<file path="config.mk">
export PLATFORM = sky130hd
export DESIGN_NAME = asic_tile_scheduler
export DESIGN_NICKNAME = d
export VERILOG_FILES = /design/src/rtl/asic_pkg.sv /design/src/rtl/sched_word_counter.sv /design/src/rtl/asic_tile_scheduler.sv
export SDC_FILE = /design/constraint.sdc
export NUM_CORES = 1
export LEC_CHECK = 0
export CAP_MARGIN = 5
export CORE_ASPECT_RATIO = 2
export CORE_UTILIZATION = 44
export CTS_CLUSTER_DIAMETER = 30
export DETAILED_ROUTE_END_ITERATION = 10
export GPL_TIMING_DRIVEN = 0
export PLACE_DENSITY = 0.81
export REMOVE_ABC_BUFFERS = 1
export SLEW_MARGIN = 15
export SYNTH_ARGS = -nofsm -noshare
export SYNTH_HDL_FRONTEND = slang
export SYNTH_SLANG_ARGS = --single-unit
</file>
<file path="constraint.sdc">
create_clock -name ACLK -period 2.7 [get_ports ACLK]
set_input_delay 0.54 -clock ACLK [delete_from_list [all_inputs] [get_ports ACLK]]
set_output_delay 0.54 -clock ACLK [all_outputs]
set_load 0.005 [all_outputs]
</file>
<file path="src/rtl/asic_pkg.sv">
// Shared types and constants for the accelerator tile scheduler.
// The scheduler owns the load, compute and readout sequencing.
package asic_pkg;

   localparam int IFMAP_WORDS  = 16;
   localparam int WEIGHT_WORDS = 1024;
   localparam int BIAS_WORDS   = 64;
   localparam int NUM_TILES    = 2;
   localparam int OFMAP_WORDS  = NUM_TILES * BIAS_WORDS;

   localparam int LD_CNT_W = $clog2(WEIGHT_WORDS);
   localparam int RD_CNT_W = $clog2(OFMAP_WORDS);
   // One extra code so the index can step past the final tile before readout.
   localparam int TILE_W   = $clog2(NUM_TILES + 1);

   localparam int CFG_SCALE_LSB = 4;
   localparam int CFG_SCALE_W   = 16;
   localparam int CFG_EN_BIT    = 3;
   localparam int CFG_MODE_LSB  = 0;
   localparam int CFG_MODE_W    = 2;

   typedef enum logic [2:0] {
      IDLE      = 3'd0,
      LD_IFMAP  = 3'd1,
      LD_WEIGHT = 3'd2,
      LD_BIAS   = 3'd3,
      COMPUTE   = 3'd4,
      READOUT   = 3'd5
   } sched_state_e;

endpackage

</file>
<file path="src/rtl/sched_word_counter.sv">
// Word counter with synchronous clear, advance, and a last-word flag.
// It wraps to zero when it advances from the programmed last value.
module sched_word_counter #(
   parameter int W = 10
) (
   input  logic         ACLK,
   input  logic         ARESETn,
   input  logic         clr,
   input  logic         adv,
   input  logic [W-1:0] last_val,
   output logic [W-1:0] count,
   output logic         last
);

   assign last = (count == last_val);

   always_ff @(posedge ACLK or negedge ARESETn) begin
      if (!ARESETn) begin
         count <= '0;
      end else if (clr) begin
         count <= '0;
      end else if (adv) begin
         count <= last ? '0 : count + W'(1);
      end
   end

endmodule

</file>
<file path="src/rtl/asic_tile_scheduler.sv">
// Tile scheduler: streams ifmap, weight and bias words into their SRAMs,
// starts compute per tile, raises the interrupt, then walks ofmap readout.
// Handshakes: a transfer happens on a rising edge where valid and ready are both high.
// Ready never depends on valid. cfg, dat and rd each have one such channel.
module asic_tile_scheduler import asic_pkg::*; (
   input  logic         ACLK,
   input  logic         ARESETn,
   input  logic         cfg_valid,
   input  logic [31:0]  cfg_data,
   output logic         cfg_ready,
   input  logic         dat_valid,
   input  logic [31:0]  dat_wdata,
   output logic         dat_ready,
   input  logic         rd_valid_in,
   output logic         rd_ready,
   output logic         rd_rsp_valid,
   output logic [31:0]  mem_wdata,
   output logic         ifmap_we,
   output logic         weight_we,
   output logic         bias_we,
   output logic [9:0]   mem_waddr,
   output logic         ofmap_re,
   output logic [6:0]   ofmap_raddr,
   output logic [6:0]   ofmap_base,
   output logic [15:0]  scale,
   output logic [1:0]   mode,
   output logic         comp_start,
   input  logic         comp_done,
   output logic         ASIC_interrupt,
   output sched_state_e state_dbg
);

   sched_state_e        state, state_nxt;
   logic                dat_acc, rd_acc, done_acc;
   logic [LD_CNT_W-1:0] ld_cnt, ld_last_val;
   logic                ld_last;
   logic [RD_CNT_W-1:0] rd_cnt;
   logic                rd_last;
   logic [TILE_W-1:0]   tile_idx;
   logic                bias_last_q, rd_last_q;
   logic                unused_cfg;

   assign state_dbg  = state;
   assign dat_acc    = dat_valid && dat_ready;
   assign rd_acc     = rd_valid_in && rd_ready;
   assign done_acc   = comp_done && (state == COMPUTE);
   assign unused_cfg = ^{cfg_data[31:20], cfg_data[2]};

   sched_word_counter #(.W(LD_CNT_W)) u_ld_cnt (
      .ACLK     (ACLK),
      .ARESETn  (ARESETn),
      .clr      (state == IDLE),
      .adv      (dat_acc),
      .last_val (ld_last_val),
      .count    (ld_cnt),
      .last     (ld_last)
   );

   sched_word_counter #(.W(RD_CNT_W)) u_rd_cnt (
      .ACLK     (ACLK),
      .ARESETn  (ARESETn),
      .clr      (state != READOUT),
      .adv      (rd_acc),
      .last_val (RD_CNT_W'(OFMAP_WORDS - 1)),
      .count    (rd_cnt),
      .last     (rd_last)
   );

   always_ff @(posedge ACLK or negedge ARESETn) begin
      if (!ARESETn) state <= IDLE;
      else          state <= state_nxt;
   end

   always_comb begin
      state_nxt = state;
      case (state)
         IDLE:      if (cfg_valid && cfg_data[CFG_EN_BIT]) state_nxt = LD_IFMAP;
         LD_IFMAP:  if (dat_acc && ld_last) state_nxt = LD_WEIGHT;
         LD_WEIGHT: if (dat_acc && ld_last) state_nxt = LD_BIAS;
         LD_BIAS:   if (dat_acc && ld_last) state_nxt = COMPUTE;
         COMPUTE:   if (comp_done)
                       state_nxt = (tile_idx == TILE_W'(NUM_TILES - 1)) ? READOUT : LD_IFMAP;
         READOUT:   if (rd_rsp_valid && rd_last_q) state_nxt = IDLE;
         default:   state_nxt = IDLE;
      endcase
   end

   always_comb begin
      cfg_ready   = (state == IDLE);
      dat_ready   = (state == LD_IFMAP) || (state == LD_WEIGHT) || (state == LD_BIAS);
      // A single read may be outstanding, so the response cycle blocks a new request.
      rd_ready    = (state == READOUT) && !rd_rsp_valid;
      ofmap_re    = rd_valid_in && rd_ready;
      ofmap_raddr = rd_cnt;
      ofmap_base  = RD_CNT_W'(32'(tile_idx) * BIAS_WORDS);
      ld_last_val = '0;
      case (state)
         LD_IFMAP:  ld_last_val = LD_CNT_W'(IFMAP_WORDS - 1);
         LD_WEIGHT: ld_last_val = LD_CNT_W'(WEIGHT_WORDS - 1);
         LD_BIAS:   ld_last_val = LD_CNT_W'(BIAS_WORDS - 1);
         default:   ld_last_val = '0;
      endcase
   end

   always_ff @(posedge ACLK or negedge ARESETn) begin
      if (!ARESETn) begin
         mem_wdata      <= '0;
         mem_waddr      <= '0;
         ifmap_we       <= 1'b0;
         weight_we      <= 1'b0;
         bias_we        <= 1'b0;
         bias_last_q    <= 1'b0;
         comp_start     <= 1'b0;
         rd_rsp_valid   <= 1'b0;
         rd_last_q      <= 1'b0;
         scale          <= '0;
         mode           <= '0;
         tile_idx       <= '0;
         ASIC_interrupt <= 1'b0;
      end else begin
         ifmap_we     <= dat_acc && (state == LD_IFMAP);
         weight_we    <= dat_acc && (state == LD_WEIGHT);
         bias_we      <= dat_acc && (state == LD_BIAS);
         if (dat_acc) begin
            mem_wdata <= dat_wdata;
            mem_waddr <= ld_cnt;
         end
         // Start compute only once the final bias word has reached its SRAM.
         bias_last_q  <= dat_acc && (state == LD_BIAS) && ld_last;
         comp_start   <= bias_last_q;
         rd_rsp_valid <= rd_acc;
         rd_last_q    <= rd_acc && rd_last;
         if (cfg_valid && cfg_ready) begin
            scale <= cfg_data[CFG_SCALE_LSB +: CFG_SCALE_W];
            mode  <= cfg_data[CFG_MODE_LSB +: CFG_MODE_W];
         end
         if (state_nxt == IDLE) tile_idx <= '0;
         else if (done_acc)     tile_idx <= tile_idx + TILE_W'(1);
         if (done_acc)                ASIC_interrupt <= 1'b1;
         else if (dat_acc || rd_acc)  ASIC_interrupt <= 1'b0;
      end
   end

endmodule
</file>
==> results by stage, run 1 <==
Outcome:
- The run finished with clean final reports.

Route:
- Before antenna repair, the detailed router went through 5 iterations.
- Across all layers, the routed design uses 3260 vias.
- The routed length per instance is 15.3 um.
- For this run, design rule violations remaining after detail routing come to 0.
- The detailed-route vias per instance is 5.15.
- The detailed router's first-iteration violation count is 223.
- After detailed routing, the total wire length is 9650 um.
- In this run the remaining antenna-violating nets after routing total 0.

Critical path:
- The worst register-to-register path has a depth of 4.
- The data arrival time of the critical path is 2.06 ns.
- The required time reported for the critical path endpoint is 2.16 ns.
- STA classifies the critical path startpoint as a flip-flop.
- The critical path's slowest cell is sky130_fd_sc_hd__clkdlybuf4s50_1.
- In this run the critical register-to-register path is launched from state_dbg[1].
- In this design, the stage delay of the slowest critical-path cell is 0.54 ns.
- The kind of capture point of the worst setup path is an output port.
- The beginning of the critical path is state_dbg[1].
- The worst setup path is of the flip-flop to output port kind.
- Following the worst setup path forward leads to its endpoint at ofmap_re.
- The slack of the worst reg-to-reg path is 0.34 ns.
- Walking the worst path, the cells encountered are nand3b_2 > nor3b_4 > clkdlybuf4s50_1.
- In this run the worst path has a maximum fanout of 11.
- The critical register-to-register path endpoint is scale[3].

Clocking:
- The CTS tree is yes.
- After clock tree synthesis, the clock-pin slew on the worst setup and hold paths is 0.06 ns.
- Clock tree synthesis inserted a total of 9 buffers.
- The maximum level of the CTS H-tree is 3.
- The cell at the root of the clock tree is sky130_fd_sc_hd__clkbuf_16.
- The tree built by TritonCTS fans out to 90 sinks.
- The maximum number of buffers from clock root to sink is 2.
- The later pin in the worst-skew pair is clocked with a latency of 0.34 ns.

Global routing:
- The first global-routing pass estimated 15800 um of wire.
- Global routing used 21.4% of the available tracks.
- The total global routing overflow is 0.
- The number of global-route vias before repair was 3210.
- The maximum number of pins on one net before global-route repair is 58.
- The initial antenna violation count came to 0.

Layout:
- The utilization after layout is 65.4%.
- The post-route netlist has 8.07% of its cells at a drive strength greater than 1.
- Excluding fillers, the count of instances in the completed layout stands at 633.
- The layout-stage area growth over the synthesis result is 43.0%.
- The number of diodes added for antenna fixing is 0.
- After the last flow step, the layout net total stands at 601.

Synth:
- The synthesized design contains 90 register bits.
- The async set-or-reset flop fraction in the synthesized netlist is 100%.
- For this run, the register share of the synthesized area comes to 56.9%.
- The number of flops mapped to enable cells by yosys is 0.
- For this run, the number of Yosys warnings is 0.
- In this run the cell area of the synthesized design comes to 3960 sq um.
- After synthesis, the mean cell area works out to 9.97 sq um.
- Among all flip-flop cells after synthesis, the most frequent one is sky130_fd_sc_hd__dfrtp_1.
- The post-synthesis cell count is 397.
- Yosys mapped the design onto 49 distinct sky130hd cell types.

Timing:
- For the pin with the worst max-slew slack, the measured transition is 0.812 ns.
- Setup repair after global routing left no endpoint under its margin.
- The routed design could run at a clock period as short as 2.60 ns.
- The worst path uses 96.3% of the clock period.
- The number of hold violations in the final report is 0.
- Between clock sinks in the finished design, the worst skew comes to 0.00646 ns.
- The maximum clock frequency is 384 MHz.
- The normalized max-slew margin is 45.6%.
- The max-slew violation total from the final report is 0.
- Setup violations remaining at the end of the flow were counted as 0.

Placement:
- The HPWL after detailed placement is 7050 um.
- The cell count after placement is 616.
- The count of buffers inserted at the top-level ports is 137.
- The routability congestion estimate is 0.824.

Hold path:
- The class of the most critical hold timing path is primary input to asynchronous set/reset pin.

Pwr:
- The part of the total power dissipated in the clock network is 23.0%.
- Of the total power, the share spent switching nets is 30.6%.
- The ratio of total power to cell area is 897 nW/um^2.
- The cell-internal power is 3.52 mW.
- The static leakage is 2.58 nW.
- VDD sags by at most 404 uV.
- The power share of the sequential group is 40.1%.
- The switching power is 1.55 mW.
- In this run, the combinational gates consume 36.9% of the power.

Floorplanning:
- The height of the chip is 136 um.
- The region available for standard cell placement spans 8650 sq um.
- In this run the core area contains 48 standard-cell rows.
- The initial cell density of the core is 45.7%.
- The die is 69.1 um wide.
- The die covers 9400 sq um.
- The I/O pin count is 157.

Run:
- The tool flagged a number of max-cap violations equal to 0.
==> power groups by stage <==
stage          Sequential [mW]  Combinational [mW]  Clock [mW]
2_1_floorplan             2.06               0.668           0
3_3_place_gp              2.03                1.79           0
3_5_place_dp              2.06                1.88           0
4_1_cts                   2.04                1.89        1.20
5_1_grt                   2.10                2.03        1.24
6_report                  2.03                1.88        1.17
==> layout make-up <==
type / instances / area, sq um
fill: 704 / 2990
clock buffer: 10 / 239
multi-input combinational: 278 / 1510
sequential: 90 / 2260
tap: 100 / 125
timing repair buffer: 143 / 1470
clock inverter: 6 / 42.5
inverter: 6 / 22.5
==> cells by family after synthesis <==
family                     after synthesis  synth area share, %
AOI/OAI and AO/OA                       37                 6.48
xor gates and xnor gates                 9                 1.99
adders and majority gates                3                0.949
buffers and inverters                   34                 6.01
DFF                                     90                 56.9
muxes                                   20                 5.63
other                                    1               0.0948
and+or+nand+nor                        203                 21.9
==> per-layer routing <==
metal,routed length [um],track usage (%),vias up,part of all wire [%]
met4,298,13.2,0,3.1
met1,3510,23.6,1576,36
met3,352,2.37,24,3.6
li1,-,-,1554,-
met5,0,0,-,0
met2,5490,39.0,106,57
==> timing repair <==
action / in CTS / in global routing
endpoints found under the setup margin: 9 / 2
hold buffers: 0 / 0
buffers inserted: 1 / 0
gates resized for setup: 3 / 2
pin swaps: 1 / 0
==> worst min path at each step <==
stage,end,startpoint,cells past startpoint,slack (ns)
floorplan,ASIC_interrupt,ARESETn,0,0.24
global placement,comp_start,bias_last_q,0,0.33
detailed placement,comp_start,bias_last_q,0,0.33
CTS,scale[5],ARESETn,1,0.15
global route,mem_wdata[24],ARESETn,1,0.18
finish,mem_wdata[24],ARESETn,1,0.15
==> critical path, delay by kind of cell (launching register included) <==
family,cells,cell delay [ns]
buffers and inverters,1,0.54
flip-flops,1,0.49
AND/OR/NAND/NOR,2,0.70
==> through the flow <==
step / hold WS [ns] / setup WS [ns] / setup TNS (ns) / power, mW / cell area (sq um)
final: 0.145 / 0.0992 / 0 / 5.08 / 5660
after global routing: 0.176 / 0.0237 / 0 / 5.37 / 5660
after CTS: 0.151 / 0.0459 / 0 / 5.13 / 5650
after detailed placement: 0.335 / -0.710 / -1.97 / 3.94 / 5350
after global placement: 0.333 / -3.00 / -311.31 / 3.82 / 5260
after floorplan: 0.244 / -0.764 / -23.98 / 2.73 / 3760
==> cell usage after synthesis, drive strengths merged (2+ instances only) <==
master  count  area (sq um)
or4         2          15.0
o221ai      2          23.8
nand2     145           544
a32oi       2          17.5
mux2i       2          20.0
a31oi       2          12.5
o22ai       2          12.5
xor2        5          43.8
ha          3          37.5
a21oi      12          60.1
xnor2       4          35.0
nand2b      3          18.8
or2         2          12.5
nor3        7          35.0
dfrtp      90          2250
mux2       18           203
inv         6          22.5
nor4        2          12.5
nand3       6          30.0
nor2       18          67.6
clkbuf     11           101
buf        17           114
o21ai      10          50.1
nor3b       3          22.5
nand4       7          43.8
==> placed cells by master (no fill, tap or decap), drive strengths merged, types with 3 or more instances in the layout <==
cell type	Yosys	final
xor2	5	5
a21oi	12	12
clkbuf	11	10
xnor2	4	4
nand2	145	145
nand3	6	6
nor2	18	18
clkinv	0	4
buf	17	7
conb	1	6
nand2b	3	3
ha	3	3
dfrtp	90	90
o21ai	10	10
clkdlybuf4s50	0	136
nor3b	3	3
nand4	7	7
inv	6	6
mux2	18	18
nor3	7	7
==> flip-flops by register name (all words and copies together), names as in the netlist, 2 cells and up <==
name and cells:
mem_waddr 10, mem_wdata 32, mode 2, u_ld_cnt.count 10, tile_idx 2, state_dbg 3
u_rd_cnt.count 7, scale 16
Note: power is estimated with default switching activity, not from simulation.
==> run 2, diff against run 1 <==
--- a/config.mk
+++ b/config.mk
@@ -7,13 +7,15 @@
 export LEC_CHECK = 0
 export CAP_MARGIN = 5
 export CORE_ASPECT_RATIO = 2
+export CORE_MARGIN = 1
 export CORE_UTILIZATION = 44
 export CTS_CLUSTER_DIAMETER = 30
 export DETAILED_ROUTE_END_ITERATION = 10
 export GPL_TIMING_DRIVEN = 0
-export PLACE_DENSITY = 0.81
+export PLACE_DENSITY = 0.8
 export REMOVE_ABC_BUFFERS = 1
 export SLEW_MARGIN = 15
 export SYNTH_ARGS = -nofsm -noshare
 export SYNTH_HDL_FRONTEND = slang
+export SYNTH_HIERARCHICAL = 1
 export SYNTH_SLANG_ARGS = --single-unit
==> results by stage, run 2 <==
Outcome:
- The run finished, with violations left.
- The final reports fail on design-rule violations.

Synth:
- The area share of the leading cell type in the synthesized netlist is 54.2% (-2.7 points).
- The async set-or-reset flop fraction in the synthesized netlist is 100% (unchanged).
- The yosys synthesis warning count was 6 (+6).
- The commonest cells after synthesis are 90 x sky130_fd_sc_hd__dfrtp_1, 60 x sky130_fd_sc_hd__mux2_2, 21 x sky130_fd_sc_hd__xnor2_1.
- For this run, the leading register cell type out of synthesis is sky130_fd_sc_hd__dfrtp_1.
- By area the synthesized netlist is led by sky130_fd_sc_hd__dfrtp_1 54%, sky130_fd_sc_hd__mux2_2 16%, sky130_fd_sc_hd__xnor2_1 4.4%.
- The post-synthesis average cell area is 13.1 sq um (+32%).
- The distinct cell type count after synthesis came to 59 (+20%).
- The register bit count reported by yosys is 90 (unchanged).
- The most instantiated library cell after synthesis is sky130_fd_sc_hd__dfrtp_1.
- The post-synthesis cell count is 316 (-20%).
- The post-synthesis sequential area ratio came to 54.2% (-2.7 points).
- The cell area after synthesis is 4150 sq um (+5.0%).
- The number of flops mapped to enable cells by yosys is 0 (unchanged).
- Of all cell types, the one taking the most synthesized area is sky130_fd_sc_hd__dfrtp_1.

Global routing:
- The total global routing overflow is 0 (unchanged).
- The initial antenna violation count is 0 (unchanged).
- The overall global routing resource usage is 21.6% (+0.14 points).
- The first-pass GRT wire length is 16100 um (+1.9%).
- The number of global-route vias before repair was 3263 (+1.7%).
- The maximum number of pins on one net before global-route repair came to 57 (-1.7%).

Route:
- The number of routed nets with antenna violations is 0 (unchanged).
- The total vias in the final route came to 3009 (-7.7%).
- The detailed router's first-iteration violation count is 177 (-21%).
- The detailed-route vias per instance is 5.33 (+3.4%).
- The count of TritonRoute iterations in the first routing pass is 7 (+2).
- The aggregate routed wire length is 10000 um (+3.6%).
- The routed length per instance is 17.7 um (+16%).
- The DRC violations left was 13 (+13).

Layout:
- The largest registers in the layout are mem_wdata x32, scale x16.
- The layout-stage area growth over the synthesis result is 44.2%.
- The register with the most flip-flops in the final layout is mem_wdata.
- The number of diodes added for antenna fixing is 0 (unchanged).
- The fraction of final layout cells sized beyond drive strength 1 is 23.8% (+16 points).
- The utilization after layout is 66.0% (+0.59 points).
- The top cell types in the final layout, fill and taps aside, are 136 x sky130_fd_sc_hd__clkdlybuf4s50_1, 87 x sky130_fd_sc_hd__dfrtp_1, 60 x sky130_fd_sc_hd__mux2_2.
- The library cell used most frequently in the layout, excluding fill and tap cells, is sky130_fd_sc_hd__clkdlybuf4s50_1.
- The number of flip-flops in the largest register is 32 (unchanged).
- The number of nets in the finished design is 533 (-11%).

Critical path:
- The required time reported for the critical path endpoint came to 2.16 ns (about the same).
- The maximum single-stage delay on the critical path was 0.53 ns (about the same).
- The startpoint identified for the worst register-to-register timing path is state_dbg[1].
- The beginning of the critical path is state_dbg[1].
- Traced cell by cell, the critical path runs through nand3b_1 > nor2_1 > nand2_1 > inv_2 > clkdlybuf4s50_1.
- The critical path class is flip-flop to output port.
- The kind of capture point of the worst setup path is an output port.
- The data arrival time of the critical path is 2.05 ns (about the same).
- The worst-path maximum fanout is 12 (+1).
- The slowest stage of the critical path is the sky130_fd_sc_hd__clkdlybuf4s50_1 cell.
- STA classifies the critical path startpoint as a flip-flop.

Pwr:
- The static leakage is 2.42 nW (-5.9%).
- The peak supply drop is 606 uV (+50%).
- The ratio of total power to cell area is 920 nW/um^2 (+2.5%).
- The overall power after layout came to 5.51 mW (+8.6%).

Floorplanning:
- The area of the die came to 9860 sq um (+4.9%).
- The initial cell density of the core is 45.8% (about the same).
- The horizontal die dimension is 70.7 um (+2.4%).
- The I/O pin count is 157 (unchanged).
- The height of the chip is 139 um (+2.4%).
- The placeable core region is 9070 sq um (+4.9%).
- The total number of placement rows was 49 (+2.1%).

Run:
- The count of max-cap constraint violations is 0 (unchanged).

Timing:
- The final worst hold slack was 0.246 ns (+0.100 ns).
- The worst setup slack after layout is 0.112 ns (+0.0127 ns).
- The worst clock skew is 0.00444 ns (-0.00202 ns).
- The measured slew at the worst slew-check pin came to 0.715 ns (-0.0971 ns).
- The minimum period implied by the final worst setup slack is 2.59 ns (-0.0127 ns).
- The max-slew violation total from the final report is 0 (unchanged).
- The normalized max-slew margin is 52.3% (+6.8 points).
- The total negative slack is 0 ns (unchanged).
- The maximum clock frequency is 386 MHz (+0.49%).
- Setup repair after global routing could not meet its margin everywhere.
- The post-route fraction of the period consumed by the critical path is 95.9% (-0.47 points).
- The final-report setup violation count is 0 (unchanged).
- The number of hold violations in the final report came to 0 (unchanged).

Clocking:
- The clock net sink count came to 90 (unchanged).
- The maximum number of buffers from clock root to sink was 2 (unchanged).
- The total clock buffers created by CTS came to 9 (unchanged).
- The CTS tree is yes.
- The number of buffers inserted for hold repair after clock tree synthesis is 0 (unchanged).
- The cell at the root of the clock tree is sky130_fd_sc_hd__clkbuf_16.
- The clock-pin slew reported for the worst setup and hold paths after clock tree synthesis came to 0.06 ns (about the same).
- The later-pin clock latency in the skew report was 0.34 ns (about the same).
- The maximum level of the CTS H-tree came to 3 (unchanged).

Placement:
- The count of buffers inserted at the top-level ports is 137 (unchanged).
- The routability congestion estimate is 0.822 (-0.29%).
- The post-placement worst setup slack is -0.378 ns (+0.333 ns).
- The HPWL after detailed placement is 7270 um (+3.1%).

Hold path:
- The class of the most critical hold timing path is primary input to asynchronous set/reset pin.
run 2: changes by cell type in the layout (fill, tap and decap cells not counted), sizes merged, moves of 3 or more:
cell	delta
conb	+7
xnor2	+18
nand4	-3
a21oi	-10
mux2	+44
bufinv	+4
nor2	-5
xor2	-3
a211oi	+6
clkinv	-3
nand2	-126
run 2: repair_timing:
action,in CTS,in global routing
gates resized for setup,5,5
setup endpoints to repair,15,12
pin swaps,2,0
buffers inserted,3,0
run 2: kinds of logic (layout without fill, tap and decap cells):
group                      Yosys count  after routing  share of synthesized area [%]
other                                2             13                          0.181
muxes                               66             66                           17.8
buffers and inverters               29            165                           4.40
xor gates and xnor gates            24             24                           5.51
and+or+nand+nor                     73             73                           11.9
AOI/OAI and AO/OA                   29             29                           5.09
DFF                                 90             90                           54.2
adders and majority gates            3              3                          0.904
run 2: metrics by stage:
| step | area, sq um | instances |
|---|---|---|
| floorplan | 4050 | 307 |
| CTS | 5970 | 565 |
| detailed placement | 5580 | 548 |
| global route | 5990 | 565 |
| global placement | 5550 | 546 |
| finish | 5990 | 565 |
run 2: worst paths after layout:
check,endpoint,depth (start not counted),slack [ns]
worst min-delay path,scale[12],1,0.25
worst max register to register,tile_idx[1],9,0.13
worst max-delay path,ofmap_re,5,0.11
min in group ACLK,comp_start,0,0.35
worst min register to register,comp_start,0,0.35
max in group asynchronous,state_dbg[0],2,1.79
run 2: cell type report:
class                      instances  area (sq um)
clock buffer                       9           225
clock inverter                     5           129
fill                             717          3090
inverter                           9          37.5
multi-input combinational        208          1790
sequential                        90          2260
tap                              102           128
timing repair buffer             142          1420
run 2: worst max-delay path, delay by kind of cell, from the launching register on:
family / cells / cell delay [ns]
buffers and inverters: 2 / 0.69
and+or+nand+nor: 3 / 0.51
DFF: 1 / 0.50
run 2: power breakdown:
group	switching (mW)	internal [mW]	total, mW
sequential	0.286	1.73	2.02
combinational	0.758	1.25	2.01
clock	0.497	0.989	1.49
total	1.54	3.97	5.51
run 2: metal layers:
metal	global-route usage [%]	vias to the layer above	part of all wire, %
li1	-	1378	-
met1	20.7	1510	33
met2	41.0	96	59
met3	5.00	25	4.1
met4	11.4	0	3.4
met5	0	-	0
==> run 3, diff against run 2 <==
--- a/config.mk
+++ b/config.mk
@@ -5,7 +5,6 @@
 export SDC_FILE = /design/constraint.sdc
 export NUM_CORES = 1
 export LEC_CHECK = 0
-export CAP_MARGIN = 5
 export CORE_ASPECT_RATIO = 2
 export CORE_MARGIN = 1
 export CORE_UTILIZATION = 44
==> results of run 3 <==
The final DEF is identical to that of run 2; final timing and power are the same.
